## src/rtl/hbc_ctrl_mc.sv

```systemverilog
// hbc_ctrl_mc: HyperBus controller bridging a 32-bit valid/ready port to up to
// NUM_CS devices, one 32-bit word per transaction.
module hbc_ctrl_mc #(
  parameter int unsigned NUM_CS        = 2,
  parameter int unsigned CS_ADDR_LSB   = 23,
  parameter int unsigned LATENCY       = 6,
  parameter int unsigned FIXED_LATENCY = 1,
  parameter int unsigned RST_CYCLES    = 64,
  parameter int unsigned CSHI_CYCLES   = 2,
  parameter int unsigned RD_TIMEOUT    = 64
) (
  input  logic              i_clk,
  input  logic              i_rstn,
  input  logic              i_cfg_access,
  input  logic              i_mem_valid,
  output logic              o_mem_ready,
  input  logic [3:0]        i_mem_wstrb,
  input  logic [31:0]       i_mem_addr,
  input  logic [31:0]       i_mem_wdata,
  output logic [31:0]       o_mem_rdata,
  output logic              o_mem_err,
  output logic [NUM_CS-1:0] o_csn,
  output logic              o_clk,
  output logic              o_clkn,
  output logic [7:0]        o_dq,
  input  logic [7:0]        i_dq,
  output logic              o_dq_de,
  output logic              o_rwds,
  input  logic              i_rwds,
  output logic              o_rwds_de,
  output logic              o_resetn
);

  localparam int unsigned CSW = (NUM_CS > 1) ? $clog2(NUM_CS) : 1;

  typedef enum logic [2:0] {
    S_RST, S_IDLE, S_CA, S_LAT, S_WDATA, S_RDATA, S_END, S_CSHI
  } state_t;

  state_t            state_q, state_d;
  logic [15:0]       cnt_q;
  logic [1:0]        bidx_q;
  logic [31:1]       addr_q;
  logic [31:0]       wdata_q, rbuf_q, rbuf_n, rdata_q;
  logic [3:0]        wstrb_q;
  logic              cfg_q, dbl_q, clk_q, resetn_q, err_q;
  logic              rwds_q, rwds_p;
  logic [7:0]        dq_q, ca_byte, wr_byte;
  logic              wr_mask;
  logic [NUM_CS-1:0] csel_q, csel_d;
  logic [CSW-1:0]    cs_idx;
  logic              cs_hit, is_rd, active_q, active_d, rd_cap, rd_tmo;
  logic [15:0]       lat_last;
  logic [1:0]        wr_last;
  logic [47:0]       ca_w;
  logic              unused_addr0;

  assign unused_addr0 = i_mem_addr[0];

  // Chip-select decode; an out-of-range index leaves every select inactive
  always_comb begin
    cs_idx = (NUM_CS > 1) ? i_mem_addr[CS_ADDR_LSB +: CSW] : '0;
    csel_d = '0;
    for (int unsigned i = 0; i < NUM_CS; i++) csel_d[i] = (cs_idx == CSW'(i));
  end
  assign cs_hit = |csel_d;

  assign is_rd    = (wstrb_q == 4'd0);
  assign active_q = state_q inside {S_CA, S_LAT, S_WDATA, S_RDATA};
  assign active_d = state_d inside {S_CA, S_LAT, S_WDATA, S_RDATA};
  assign lat_last = dbl_q ? 16'(4 * LATENCY - 1) : 16'(2 * LATENCY - 1);
  assign wr_last  = cfg_q ? 2'd1 : 2'd3;
  assign rd_cap   = (state_q == S_RDATA) && (rwds_q != rwds_p);
  assign rd_tmo   = (state_q == S_RDATA) && !rd_cap && (cnt_q == 16'(RD_TIMEOUT - 1));
  assign ca_w     = {is_rd, cfg_q, 1'b1, addr_q[31:3], 13'd0, 1'b0, addr_q[2:1]};

  // Byte lane selection: CA bytes MSB first, data bytes in [15:8],[7:0],[31:24],[23:16] order
  always_comb begin
    ca_byte = 8'h00;
    case (cnt_q[2:0])
      3'd0:    ca_byte = ca_w[47:40];
      3'd1:    ca_byte = ca_w[39:32];
      3'd2:    ca_byte = ca_w[31:24];
      3'd3:    ca_byte = ca_w[23:16];
      3'd4:    ca_byte = ca_w[15:8];
      3'd5:    ca_byte = ca_w[7:0];
      default: ca_byte = 8'h00;
    endcase
    rbuf_n = rbuf_q;
    case (bidx_q)
      2'd0: begin wr_byte = wdata_q[15:8];  wr_mask = ~wstrb_q[1]; rbuf_n[15:8]  = dq_q; end
      2'd1: begin wr_byte = wdata_q[7:0];   wr_mask = ~wstrb_q[0]; rbuf_n[7:0]   = dq_q; end
      2'd2: begin wr_byte = wdata_q[31:24]; wr_mask = ~wstrb_q[3]; rbuf_n[31:24] = dq_q; end
      default: begin wr_byte = wdata_q[23:16]; wr_mask = ~wstrb_q[2]; rbuf_n[23:16] = dq_q; end
    endcase
  end

  // Next-state logic
  always_comb begin
    state_d = state_q;
    case (state_q)
      S_RST:   if (cnt_q == 16'(RST_CYCLES - 1)) state_d = S_IDLE;
      S_IDLE:  if (i_mem_valid) state_d = cs_hit ? S_CA : S_END;
      S_CA:    if (cnt_q == 16'd5) state_d = (cfg_q && !is_rd) ? S_WDATA : S_LAT;
      S_LAT:   if (cnt_q == lat_last) state_d = is_rd ? S_RDATA : S_WDATA;
      S_WDATA: if (bidx_q == wr_last) state_d = S_END;
      S_RDATA: if ((rd_cap && bidx_q == 2'd3) || rd_tmo) state_d = S_END;
      S_END:   state_d = (CSHI_CYCLES == 0) ? S_IDLE : S_CSHI;
      S_CSHI:  if (cnt_q == 16'(CSHI_CYCLES - 1)) state_d = S_IDLE;
      default: state_d = S_RST;
    endcase
  end

  // State register
  always_ff @(posedge i_clk or negedge i_rstn) begin
    if (!i_rstn) state_q <= S_RST;
    else         state_q <= state_d;
  end

  // Datapath: counters, request latch, CK generation, read capture
  always_ff @(posedge i_clk or negedge i_rstn) begin
    if (!i_rstn) begin
      cnt_q    <= '0;
      bidx_q   <= '0;
      addr_q   <= '0;
      wdata_q  <= '0;
      wstrb_q  <= '0;
      cfg_q    <= 1'b0;
      csel_q   <= '0;
      dbl_q    <= 1'b0;
      clk_q    <= 1'b0;
      resetn_q <= 1'b0;
      rwds_q   <= 1'b0;
      rwds_p   <= 1'b0;
      dq_q     <= '0;
      rbuf_q   <= '0;
      rdata_q  <= '0;
      err_q    <= 1'b0;
    end else begin
      rwds_q <= i_rwds;
      rwds_p <= rwds_q;
      dq_q   <= i_dq;
      clk_q  <= (active_q && active_d) ? ~clk_q : 1'b0;
      // The per-byte read timeout shares cnt_q; a capture reloads it
      if (state_d != state_q || rd_cap) cnt_q <= '0;
      else                              cnt_q <= cnt_q + 16'd1;
      if (state_d != state_q)                    bidx_q <= '0;
      else if (state_q == S_WDATA || rd_cap)     bidx_q <= bidx_q + 2'd1;
      if (state_q == S_RST && state_d == S_IDLE) resetn_q <= 1'b1;
      if (state_q == S_IDLE && i_mem_valid) begin
        addr_q  <= i_mem_addr[31:1];
        wdata_q <= i_mem_wdata;
        wstrb_q <= i_mem_wstrb;
        cfg_q   <= i_cfg_access;
        csel_q  <= csel_d;
      end
      if (state_q == S_CA && cnt_q == 16'd2) dbl_q <= (FIXED_LATENCY != 0) || i_rwds;
      if (rd_cap) rbuf_q <= rbuf_n;
      if (state_q == S_RDATA && state_d == S_END) begin
        if (rd_cap) begin
          rdata_q <= rbuf_n;
          err_q   <= 1'b0;
        end else begin
          rdata_q <= '1;
          err_q   <= 1'b1;
        end
      end else if (state_d == S_END && state_q != S_END) begin
        err_q <= 1'b0;
      end
    end
  end

  // Bus-side outputs decoded from the current state
  always_comb begin
    o_csn     = '1;
    o_dq      = '0;
    o_dq_de   = 1'b0;
    o_rwds    = 1'b0;
    o_rwds_de = 1'b0;
    if (active_q) o_csn = ~csel_q;
    if (state_q == S_CA) begin
      o_dq_de = 1'b1;
      o_dq    = ca_byte;
    end else if (state_q == S_WDATA) begin
      o_dq_de = 1'b1;
      o_dq    = wr_byte;
      if (!cfg_q) begin
        o_rwds_de = 1'b1;
        o_rwds    = wr_mask;
      end
    end
  end

  assign o_clk       = clk_q;
  assign o_clkn      = ~clk_q;
  assign o_mem_ready = (state_q == S_END);
  assign o_mem_rdata = rdata_q;
  assign o_mem_err   = err_q;
  assign o_resetn    = resetn_q;

endmodule

```

## config.mk

```make
export PLATFORM = sky130hd
export DESIGN_NAME = hbc_ctrl_mc
export DESIGN_NICKNAME = d
export VERILOG_FILES = /design/src/rtl/hbc_ctrl_mc.sv
export SDC_FILE = /design/constraint.sdc
export NUM_CORES = 1
export LEC_CHECK = 0
export BUFFER_PORTS_ARGS = -buffer_cell sky130_fd_sc_hd__buf_2
export CORE_MARGIN = 4
export CORE_UTILIZATION = 45
export CTS_BUF_LIST = sky130_fd_sc_hd__clkbuf_16
export CTS_CLUSTER_DIAMETER = 50
export DETAILED_ROUTE_END_ITERATION = 10
export PLACE_DENSITY = 0.69
export SLEW_MARGIN = 20
export SYNTH_ARGS = -nofsm -noshare
export SYNTH_HDL_FRONTEND = slang
export SYNTH_SLANG_ARGS = --single-unit
```

## constraint.sdc

```tcl
create_clock -name i_clk -period 2.7 [get_ports i_clk]
set_input_delay 0.54 -clock i_clk [delete_from_list [all_inputs] [get_ports i_clk]]
set_output_delay 0.54 -clock i_clk [all_outputs]
set_load 0.005 [all_outputs]
```

Yosys cells after proc, flatten, opt, wreduce, memory -nomap -nowiden. Index checks and enable logic that the tools add are counted.

Bits in registers: 169. Bits in latches: 0. Memory bits (writable): 0. Bits in read-only memories: 0. Input bits: 81. Output and inout port bits: 50. Memories kept: 0.

$add $sub $neg: 2. $mul: 0. Divide/modulo/power cells: 0. Order comparisons: 0. Equal/unequal tests: 29. Shift-type cells: 0. Muxes and demuxes: 38. Bitwise logic cells: 7. Reduce and logical (&&, ||, !) cells: 25.

Operator list (number): $mux 8 (6); $pmux 8 s5 (1); $mux 32 (1); $eq 3x3->1 const B (8); $mux 3 (8); $pmux 3 s8 (1); $pmux 8 s3 (1); $eq 3x2->1 const B (6); $add 16x1->16 const B (1); $eq 16x1->1 const B (1); $eq 16x2->1 const B (1); $eq 16x3->1 const B (1); $eq 16x5->1 (1); $eq 16x6->1 const B (1); $mux 16 (1); $mux 1 (13); $logic_and 1x1->1 (11); $eq 3x1->1 const B (3); $mux 2 (4); $reduce_bool 4->1 (2); $logic_not 3->1 (2); $not 1->1 (6); $mux 5 (1); $eq 2x2->1 const B (2); other kinds (14) (18).

Depth between registers and ports, before layout. Gate-level depths: netlist of run 1.

Depth after elaboration: 12. Mapped depth: 9. Depth with buffers taken out: 8.

Worst setup path before layout of run 1. OpenSTA, ideal clock, no wires.

Kind: register to register. Start: register cnt_q[6]. End: register cnt_q[9]. Setup time: 69 ps. Arrival time: 2610 ps. Setup slack: 21 ps. Cell stages (with the launch flop): 9. Buffers on the path: 1. Clock period less this slack: 2679 ps. Cell sequence: dfrtp_1 > nor4_4 > nand4_1 > o41a_1 > or3_4 > or3_1 > a211o_2 > buf_6 > nor2_2.

Word-level cells in the longest chain between the ends: 8. Elaborated cells on any way between the ends: 16. Those cells by class: add/sub: 1; eq/ne: 5; mux: 7; reduce/logical: 3.

RTL lines: start, declared (line 41) `logic [15:0] cnt_q;`; start signal, assigned (line 146) `else cnt_q <= cnt_q + 16'd1;`; $eq 16x6->1 (line 74, 102); $logic_and 1x1->1 (line 74) `assign rd_tmo = (state_q == S_RDATA) && !rd_cap && (cnt_q == 16'(RD_TIMEOUT - 1));`; $logic_or 1x1->1 (line 107) `S_RDATA: if ((rd_cap && bidx_q == 2'd3) || rd_tmo) state_d = S_END;`; $mux 3 (line 107); $pmux 3 s8 (line 101) `case (state_q)`; $ne 3x3->1 (line 145) `if (state_d != state_q || rd_cap) cnt_q <= '0;`; $logic_or 1x1->1 (line 145); $mux 16 * (line 145).

Every way passes the cells marked *; elsewhere a longest branch is shown, timed or not. A chain may end at the register's enable or synchronous reset.

Worst setup path in the final report of run 1.
Start: register cnt_q[0]. End: output port o_dq[2].

Word-level cells in the longest chain between the ends: 3. Elaborated cells on any way between the ends: 7. Those cells by class: eq/ne: 4; mux: 2; reduce/logical: 1.

RTL lines: $eq 3x3->1, or another cell as far along (line 80) `case (cnt_q[2:0])`; $pmux 8 s5 * (line 80); $mux 8 * (line 181) `if (state_q == S_CA) begin`; end, declared (line 25) `output logic [7:0] o_dq,`.

Marks and branches as above.

==> flow_summary.toml, run 1 <==
[outcome]
outcome = "finished with violations"
violations = "setup timing"

[floorplanning]
row_count = 47
io_pins = 131
die_h_um = 138
fp.dieArea_sq_um = 19000
core_sq_um = 16500
start_util_pct = 45.8
die_x_um = 138

[clock_tree]
clock-sinks = 168
postCtsHoldBufs = 0
clock_latency_ns = 0.43
cts_buffers = 17
cts_root_buf = "clkbuf_16"
clkSlewWorstSetupHoldPaths_ns = 0.06
ctsLongestPathBuffers = 2
cts_tree = "built"
htree_levels = 4

[grt]
antenna_found_initial = 0
grt_usage_pct = 20.7
grt_pass1_wl_um = 30400
grt_start_max_net_pins = 72
grt_pass1_vias = 5908
grt-ovfl-total = 0

[layout]
design_area_sq_um = 9600
final_common_cell = "dfrtp_1"
diodes = 0
drive_above_1_share_pct = 46.3
final-instance-count-excl-fill = 1019
layout.nets = 877
nFillCells = 1337
synthToLayoutAreaGrowth_pct = 26.8
most-common-layout-cells = "165 x dfrtp_1, 128 x buf_2, 99 x mux2_2, 56 x nor2_1, 45 x buf_4"

[drt]
drt-wirelength-per-cell_um = 18.7
drtIter0Drc = 447
drc = 0
viasPerCell = 5.59
wl_um = 19100
ant_nets = 0
vias = 5697
drtPass1Iterations = 5

[critical_path]
crit-reg2reg-launch = "cnt_q[12]$_DFF_PN0_"
worstSetupEndpointType = "output pin"
critPathLaunchType = "flip-flop"
critPathKind = "reg -> out"
cp_data_arrival_time_ns = 2.23
required_ns = 2.16
crit_start = "cnt_q[0]$_DFF_PN0_"
critical_path.max_fanout = 7

[placement]
portBuffers = 129
dpl_cell_area_sq_um = 8680
dpl.hpwl_um = 13400
dp_cells = 976
gp_congestion = 0.875

[yosys]
yosys.area_share.simple_pct = 9.27
synth_xor_area_share_pct = 1.97
synth_mux_area_share_pct = 19.2
synth-edff-count = 0
synthAdderAreaFrac_pct = 1.65
synth_top_area_share_pct = 55.5
synth_top_family_by_area = "multiplexers"
syn-num-nets = 716
yosysUniqueCellTypes = 51
syn_area_per_cell_sq_um = 12.1
synthArstFlopShare_pct = 100
syn_inst = 625
ys_warn_count = 0
synth_compound_area_share_pct = 9.65
synthFlopType = "dfrtp_1"
yosys.area.top_type = "dfrtp_1"
yosysSeqAreaShare_pct = 55.5
ys_top_cells_by_area = "dfrtp_1 56%, mux2_2 15%, mux2i_1 4.5%"
synth_seq_cells = 168
synth_area_sq_um = 7570

[sta]
fmax_ghz = 0.361
setup_slack_ns = -0.0737
rsz0062_at_grt = "true"
timing.hold.ws_ns = 0.115
hold_viol_final = 0
finalMaxSlewViolations = 0
final-setup-viol-count = 4
clock_skew_ns = 0.00899
maxSlewHeadroom_pct = 42.0
worst_slew_pin_slew_ns = 0.870
timing.final.crit_share_pct = 103
fin_crit_ns = 2.77
setup_tns_ns = -0.182

[pwr]
p_total_uw = 8500
powerDensity_nw_per_um2 = 885
leakage_uw = 0.00451
ir_drop_mv = 0.507

[run]
max_cap_violations = 0

[worst_hold_path]
hold_class = "in -> async"
[worst paths after layout]
kind,slack [ns],endpoint,cells past startpoint
max in group asynchronous,1.76,o_mem_rdata[10]$_DFFE_PN0P_,2
worst min-delay path,0.11,wdata_q[5]$_DFFE_PN0P_,1
worst min register to register,0.41,rwds_p$_DFF_PN0_,0
worst max-delay path,-0.07,o_dq[2],8
min in group i_clk,0.22,dq_q[7]$_DFF_PN0_,1
worst max register to register,0.02,cnt_q[6]$_DFF_PN0_,7
[power breakdown]
group          total, uW  leakage, uW  internal, uW  switching [uW]
Combinational       2630      0.00208          1320            1310
Sequential          3510      0.00217          3110             408
Clock               2350     0.000268          1290            1060
Total               8500      0.00451          5720            2780
[through the flow]
stage	util (%)	setup slack [ns]
floorplan	-	0.0209
global placement	52.5	-0.0341
detailed placement	52.5	-0.104
CTS	57.3	-0.0611
global route	58.1	-0.182
finish	58.1	-0.0737
[cell type report]
class                   count  area [sq um]  area share [%]
well taps                 220           275            2.87
inverters                  14          56.3           0.586
clock buffers              17           425            4.43
clock inverters            15           144            1.50
multi-input cells         405          3420            35.6
repair buffers            180          1080            11.2
flip-flops and latches    168          4210            43.8
[flip-flops by register name, indices dropped and copies added, names as in the netlist, 3 cells and up]
name	flops
dq_q	8
addr_q	31
state_q	3
rbuf_q	32
wstrb_q	4
wdata_q	32
o_mem_rdata	32
cnt_q	16
[per-layer routing]
layer  up-vias  share of wire [%]  track usage, %
met4         0                2.5            7.57
met2       194                 49            33.6
li1       2607                  -               -
met3        31                6.0            4.86
met5         -                  0               0
met1      2865                 42            27.1
[worst max-delay path, stage by stage, from the launching register on]
cell and delay, ns:
dfrtp_1 0.37, buf_6 0.12, clkinvlp_4 0.13, ha_4 0.22
a222oi_1 0.41, nor2_1 0.13, a21oi_2 0.16, o22ai_1 0.11
buf_2 0.15
[cell usage after synthesis, types with 2 or more instances]
library cell  count
and4_1            3
a32o_1            2
a31oi_1          34
ha_1             10
inv_1            14
a221oi_1          3
xnor2_1           4
dfrtp_1         168
nand2_1          21
and3_1            5
a222oi_1         12
nand2b_1          3
nor4_4            2
nor2_2           10
nor3b_1           2
buf_1             6
o21ai_0           6
a21oi_1          19
nor2_1           61
a211oi_1          2
o41ai_1           3
xor2_1           13
clkbuf_1         32
nor3_1            5
nand4_1           7
and2_1            2
mux2i_1          34
nand3_1           9
o22ai_1          10
nand3b_1          2
a22o_1            2
mux2_2           99
a22oi_1           2
[cell families (layout without fill, tap and decap cells)]
logic type | count (synthesis) | in the layout
xor+xnor | 17 | 17
mux | 133 | 133
fa+ha+maj | 10 | 10
simple gates | 139 | 139
buf+inv | 53 | 226
flops | 168 | 168
compound gates | 105 | 106
[timing repair]
item,CTS,global route
endpoints found under the setup margin,25,41
resized for setup,37,23
setup buffers,6,4
pin swaps,8,29
gates cloned,1,0
Note: power is estimated with default switching activity, not from simulation.
==> run 2: changes to the inputs <==
Settings changed: PLACE_DENSITY 0.69 to 0.66.
==> run 2 against run 1 <==
The flow still finishes with violations (setup timing); via count down 1.0%; largest power group unchanged; cell count rose by 0.20%; non-clock buffer count is 1 higher; worst hold slack improved by 0.027 ns; combinational power shrank 7%; sequential power hardly changed; clock power increased by 4%; die area stayed put; wire length down 1.1%.
==> flow_summary.toml, run 2 (synthesis results as in run 1) <==
[floorplanning]
start_util_pct = 45.8
die_x_um = 138
die_h_um = 138
row_count = 47
io_pins = 131
fp.dieArea_sq_um = 19000
core_sq_um = 16500

[clock_tree]
htree_levels = 4
clock-sinks = 168
postCtsHoldBufs = 0
cts_tree = "built"
clock_latency_ns = 0.42
cts_buffers = 17
cts_root_buf = "clkbuf_16"
clkSlewWorstSetupHoldPaths_ns = 0.07
ctsLongestPathBuffers = 2

[sta]
timing.hold.ws_ns = 0.141
final-setup-viol-count = 1
rsz0062_at_grt = "true"
hold_viol_final = 0
clock_skew_ns = 0.00864
fin_crit_ns = 2.72
timing.final.crit_share_pct = 101
maxSlewHeadroom_pct = 40.5
fmax_ghz = 0.367
setup_slack_ns = -0.0216
worst_slew_pin_slew_ns = 0.893
finalMaxSlewViolations = 0

[grt]
antenna_found_initial = 3
grt_start_max_net_pins = 75
grt_pass1_wl_um = 30100
grt_pass1_vias = 5965
grt-ovfl-total = 0
grt_usage_pct = 20.5

[layout]
synthToLayoutAreaGrowth_pct = 26.6
final_util_pct = 58.0
final_common_cell = "dfrtp_1"
most-common-layout-cells = "166 x dfrtp_1, 128 x buf_2, 99 x mux2_2, 56 x nor2_1, 48 x buf_4"
design_area_sq_um = 9590
drive_above_1_share_pct = 45.6
final-instance-count-excl-fill = 1021
layout.nets = 878

[critical_path]
critical_path.max_fanout = 6
ff2ff_setup_slack_ns = 0.03
critPathKind = "reg -> out"
required_ns = 2.16
cp_data_arrival_time_ns = 2.18
worstSetupEndpointType = "output pin"
critPathLaunchType = "flip-flop"

[placement]
portBuffers = 129
dp_cells = 980
dpl.hpwl_um = 13600
dpl_cell_area_sq_um = 8720
pre_cts_slack_ns = -0.0865
gp_congestion = 0.882

[pwr]
powerDensity_nw_per_um2 = 876
leakage_uw = 0.00453
ir_drop_mv = 0.450

[drt]
vias = 5638
viasPerCell = 5.52
drc = 0
drt-wirelength-per-cell_um = 18.5
wl_um = 18900
drtPass1Iterations = 5
drtIter0Drc = 390
ant_nets = 0

[worst_hold_path]
hold_class = "in -> async"

[outcome]
outcome = "finished with violations"
violations = "setup timing"

[run]
max_cap_violations = 0
run 2: cell count changes in the layout (fill, tap and decap cells not counted), sizes merged:
cell / before / now
buf: 180 / 181
bufinv: 1 / 3
clkinvlp: 5 / 3
diode: 0 / 1
run 2: stage by stage:
stage          setup TNS, ns  total power (uW)
4_1_cts              -0.0777              8380
6_report             -0.0216              8400
3_3_place_gp          -0.333              5600
2_1_floorplan              0              4910
3_5_place_dp          -0.994              5690
5_1_grt                -1.69              8880
run 2: layout make-up:
class                           instances  area, sq um
Sequential cell                       168         4210
Multi-Input combinational cell        405         3370
Inverter                               14         52.6
Tap cell                              220          275
Clock inverter                         15          176
Timing Repair Buffer                  181         1070
Fill cell                            1355         6940
Clock buffer                           17          425
Antenna cell                            1         2.50
run 2: layer usage:
layer	vias up	routed length, um	global-route usage, %	share of wire (%)
li1	2605	-	-	-
met1	2830	7670	25.2	41
met2	170	9740	35.5	52
met3	27	1160	5.92	6.1
met4	6	267	5.60	1.4
met5	-	41	0	0.22
run 2: repair_timing:
item	4_1_cts	5_1_grt
resized for setup	33	18
pin swaps	10	31
buffers inserted	6	1
setup endpoints to repair	25	26
gates cloned	1	0
run 2: worst paths after layout:
check,start,to,cells past startpoint
worst min-delay path,i_rstn,wdata_q[21]$_DFFE_PN0P_,1
worst max-delay path,bidx_q[1]$_DFFE_PN0P_,o_rwds,9
max in group asynchronous,i_rstn,rbuf_q[12]$_DFFE_PN0N_,2
worst min register to register,rwds_q$_DFF_PN0_,rwds_p$_DFF_PN0_,0
worst max register to register,cnt_q[11]$_DFF_PN0_,cnt_q[4]$_DFF_PN0_,7
min in group i_clk,i_dq[1],dq_q[1]$_DFF_PN0_,1
run 2: power breakdown:
group	internal [uW]	switching (uW)	leakage (uW)
Combinational	1220	1220	0.00207
Clock	1460	992	0.000291
Sequential	3110	400	0.00217
Total	5790	2620	0.00453
run 2: critical path, cell delays in order, from the launching register on:
cell and delay, ns:
dfrtp_2 0.45, inv_2 0.09, ha_4 0.19, buf_6 0.13, inv_1 0.05, o22ai_2 0.15, a211oi_2 0.06, a2111oi_2 0.37
buf_4 0.17, buf_2 0.10
==> run 3: changes to the inputs <==
Settings changed: GPL_TIMING_DRIVEN set to 0.
==> run 3 against run 2 <==
The run still ends with setup timing left; critical endpoint is now o_dq[1]; core utilization rose by 0.77 points; sequential power about the same; setup slack worse by 0.15 ns; register-to-register slack worse by 0.05 ns; largest cell class unchanged; power grew 3.4%.
==> flow_summary.toml, run 3 (synthesis results as in run 1) <==
[drt]
drtPass1Iterations = 5
drt-wirelength-per-cell_um = 19.9
drtIter0Drc = 452
ant_nets = 0
wl_um = 20500
drc = 0
vias = 5875
viasPerCell = 5.71

[sta]
timing.hold.ws_ns = 0.113
fmax_ghz = 0.348
hold_viol_final = 0
worst_slew_pin_slew_ns = 0.768
finalMaxSlewViolations = 0
timing.final.crit_share_pct = 106
fin_crit_ns = 2.87
rsz0062_at_grt = "true"
maxSlewHeadroom_pct = 48.8
clock_skew_ns = 0.00872
final-setup-viol-count = 24
setup_slack_ns = -0.171

[clock_tree]
cts_buffers = 17
cts_tree = "built"
ctsLongestPathBuffers = 2
clkSlewWorstSetupHoldPaths_ns = 0.07
cts_root_buf = "clkbuf_16"
clock-sinks = 168
clock_latency_ns = 0.44
htree_levels = 4

[critical_path]
ff2ff_setup_slack_ns = -0.02
cp_data_arrival_time_ns = 2.33
critical_path.max_fanout = 6
crit-reg2reg-launch = "cnt_q[8]$_DFF_PN0_"
critPathLaunchType = "flip-flop"
critPathKind = "reg -> out"
rr_endpoint = "cnt_q[2]$_DFF_PN0_"
worstSetupEndpointType = "output pin"
required_ns = 2.16
worst_r2r_path_depth = 8

[floorplanning]
die_x_um = 138
die_h_um = 138
fp.dieArea_sq_um = 19000
row_count = 47
core_sq_um = 16500
start_util_pct = 45.8
io_pins = 131

[run]
max_cap_violations = 0

[placement]
dp_cells = 975
gp_congestion = 0.871
pre_cts_slack_ns = -0.586
dpl_cell_area_sq_um = 8530
portBuffers = 129
dpl.hpwl_um = 14100

[grt]
grt_start_max_net_pins = 92
grt_pass1_wl_um = 31700
grt_usage_pct = 21.9
grt-ovfl-total = 0
grt_pass1_vias = 6094
antenna_found_initial = 4

[layout]
layout.nets = 886
most-common-layout-cells = "164 x dfrtp_1, 130 x buf_2, 99 x mux2_2, 56 x nor2_1"
final-instance-count-excl-fill = 1029
synthToLayoutAreaGrowth_pct = 28.3
drive_above_1_share_pct = 44.4
design_area_sq_um = 9710
final_common_cell = "dfrtp_1"

[outcome]
violations = "setup timing"
outcome = "finished with violations"

[pwr]
ir_drop_mv = 0.556
p_total_uw = 8690
powerDensity_nw_per_um2 = 895
leakage_uw = 0.00455

[worst_hold_path]
hold_class = "in -> async"
## run 3: stage by stage
step | utilization [%] | TNS [ns]
after floorplan | - | 0
after global placement | 51.4 | -238.24
after detailed placement | 51.6 | -13.96
after CTS | 57.8 | -0.719
after global routing | 58.8 | -3.39
final | 58.8 | -1.13
## run 3: how the worst max path moves through the flow
stage	from	to
6_report	bidx_q[0]$_DFFE_PN0P_	o_dq[1]
5_1_grt	bidx_q[0]$_DFFE_PN0P_	o_dq[5]
2_1_floorplan	cnt_q[6]$_DFF_PN0_	cnt_q[9]$_DFF_PN0_
4_1_cts	bidx_q[0]$_DFFE_PN0P_	o_dq[6]
3_3_place_gp	i_rstn	dq_q[2]$_DFF_PN0_
3_5_place_dp	bidx_q[0]$_DFFE_PN0P_	o_rwds
## run 3: worst max-delay path, cell delays in order, from the launching register on
cell and delay [ns]:
dfrtp_2 0.44, buf_12 0.14, ha_4 0.19, buf_4 0.14
a222oi_1 0.37, nor2_1 0.14, a21oi_2 0.22, o22ai_2 0.11
buf_2 0.14
## run 3: area by class of cell
class	count	area [sq um]
repair buffers	160	981
diodes	1	2.50
clock inverters	15	190
inverters	14	52.6
flip-flops and latches	168	4210
multi-input cells	404	3400
plain buffers	30	183
well taps	220	275
fillers	1337	6810
clock buffers	17	425
## run 3: power breakdown
group | leakage, uW | switching [uW] | total [uW] | internal, uW
Clock | 0.000303 | 1190 | 2530 | 1340
Combinational | 0.00208 | 1310 | 2640 | 1340
Sequential | 0.00217 | 411 | 3510 | 3100
Total | 0.00455 | 2910 | 8690 | 5780
## run 3: repair_timing
item,4_1_cts,5_1_grt
gates resized for setup,63,24
hold buffers,0,0
endpoints found under the setup margin,65,27
pin swaps,23,18
setup buffers,25,4
cloned,1,0
## run 3: routing by layer
metal	wire length, um	GRT usage (%)
met4	450	7.30
met2	10600	37.9
met1	8170	26.4
met3	1300	5.88
met5	45	0
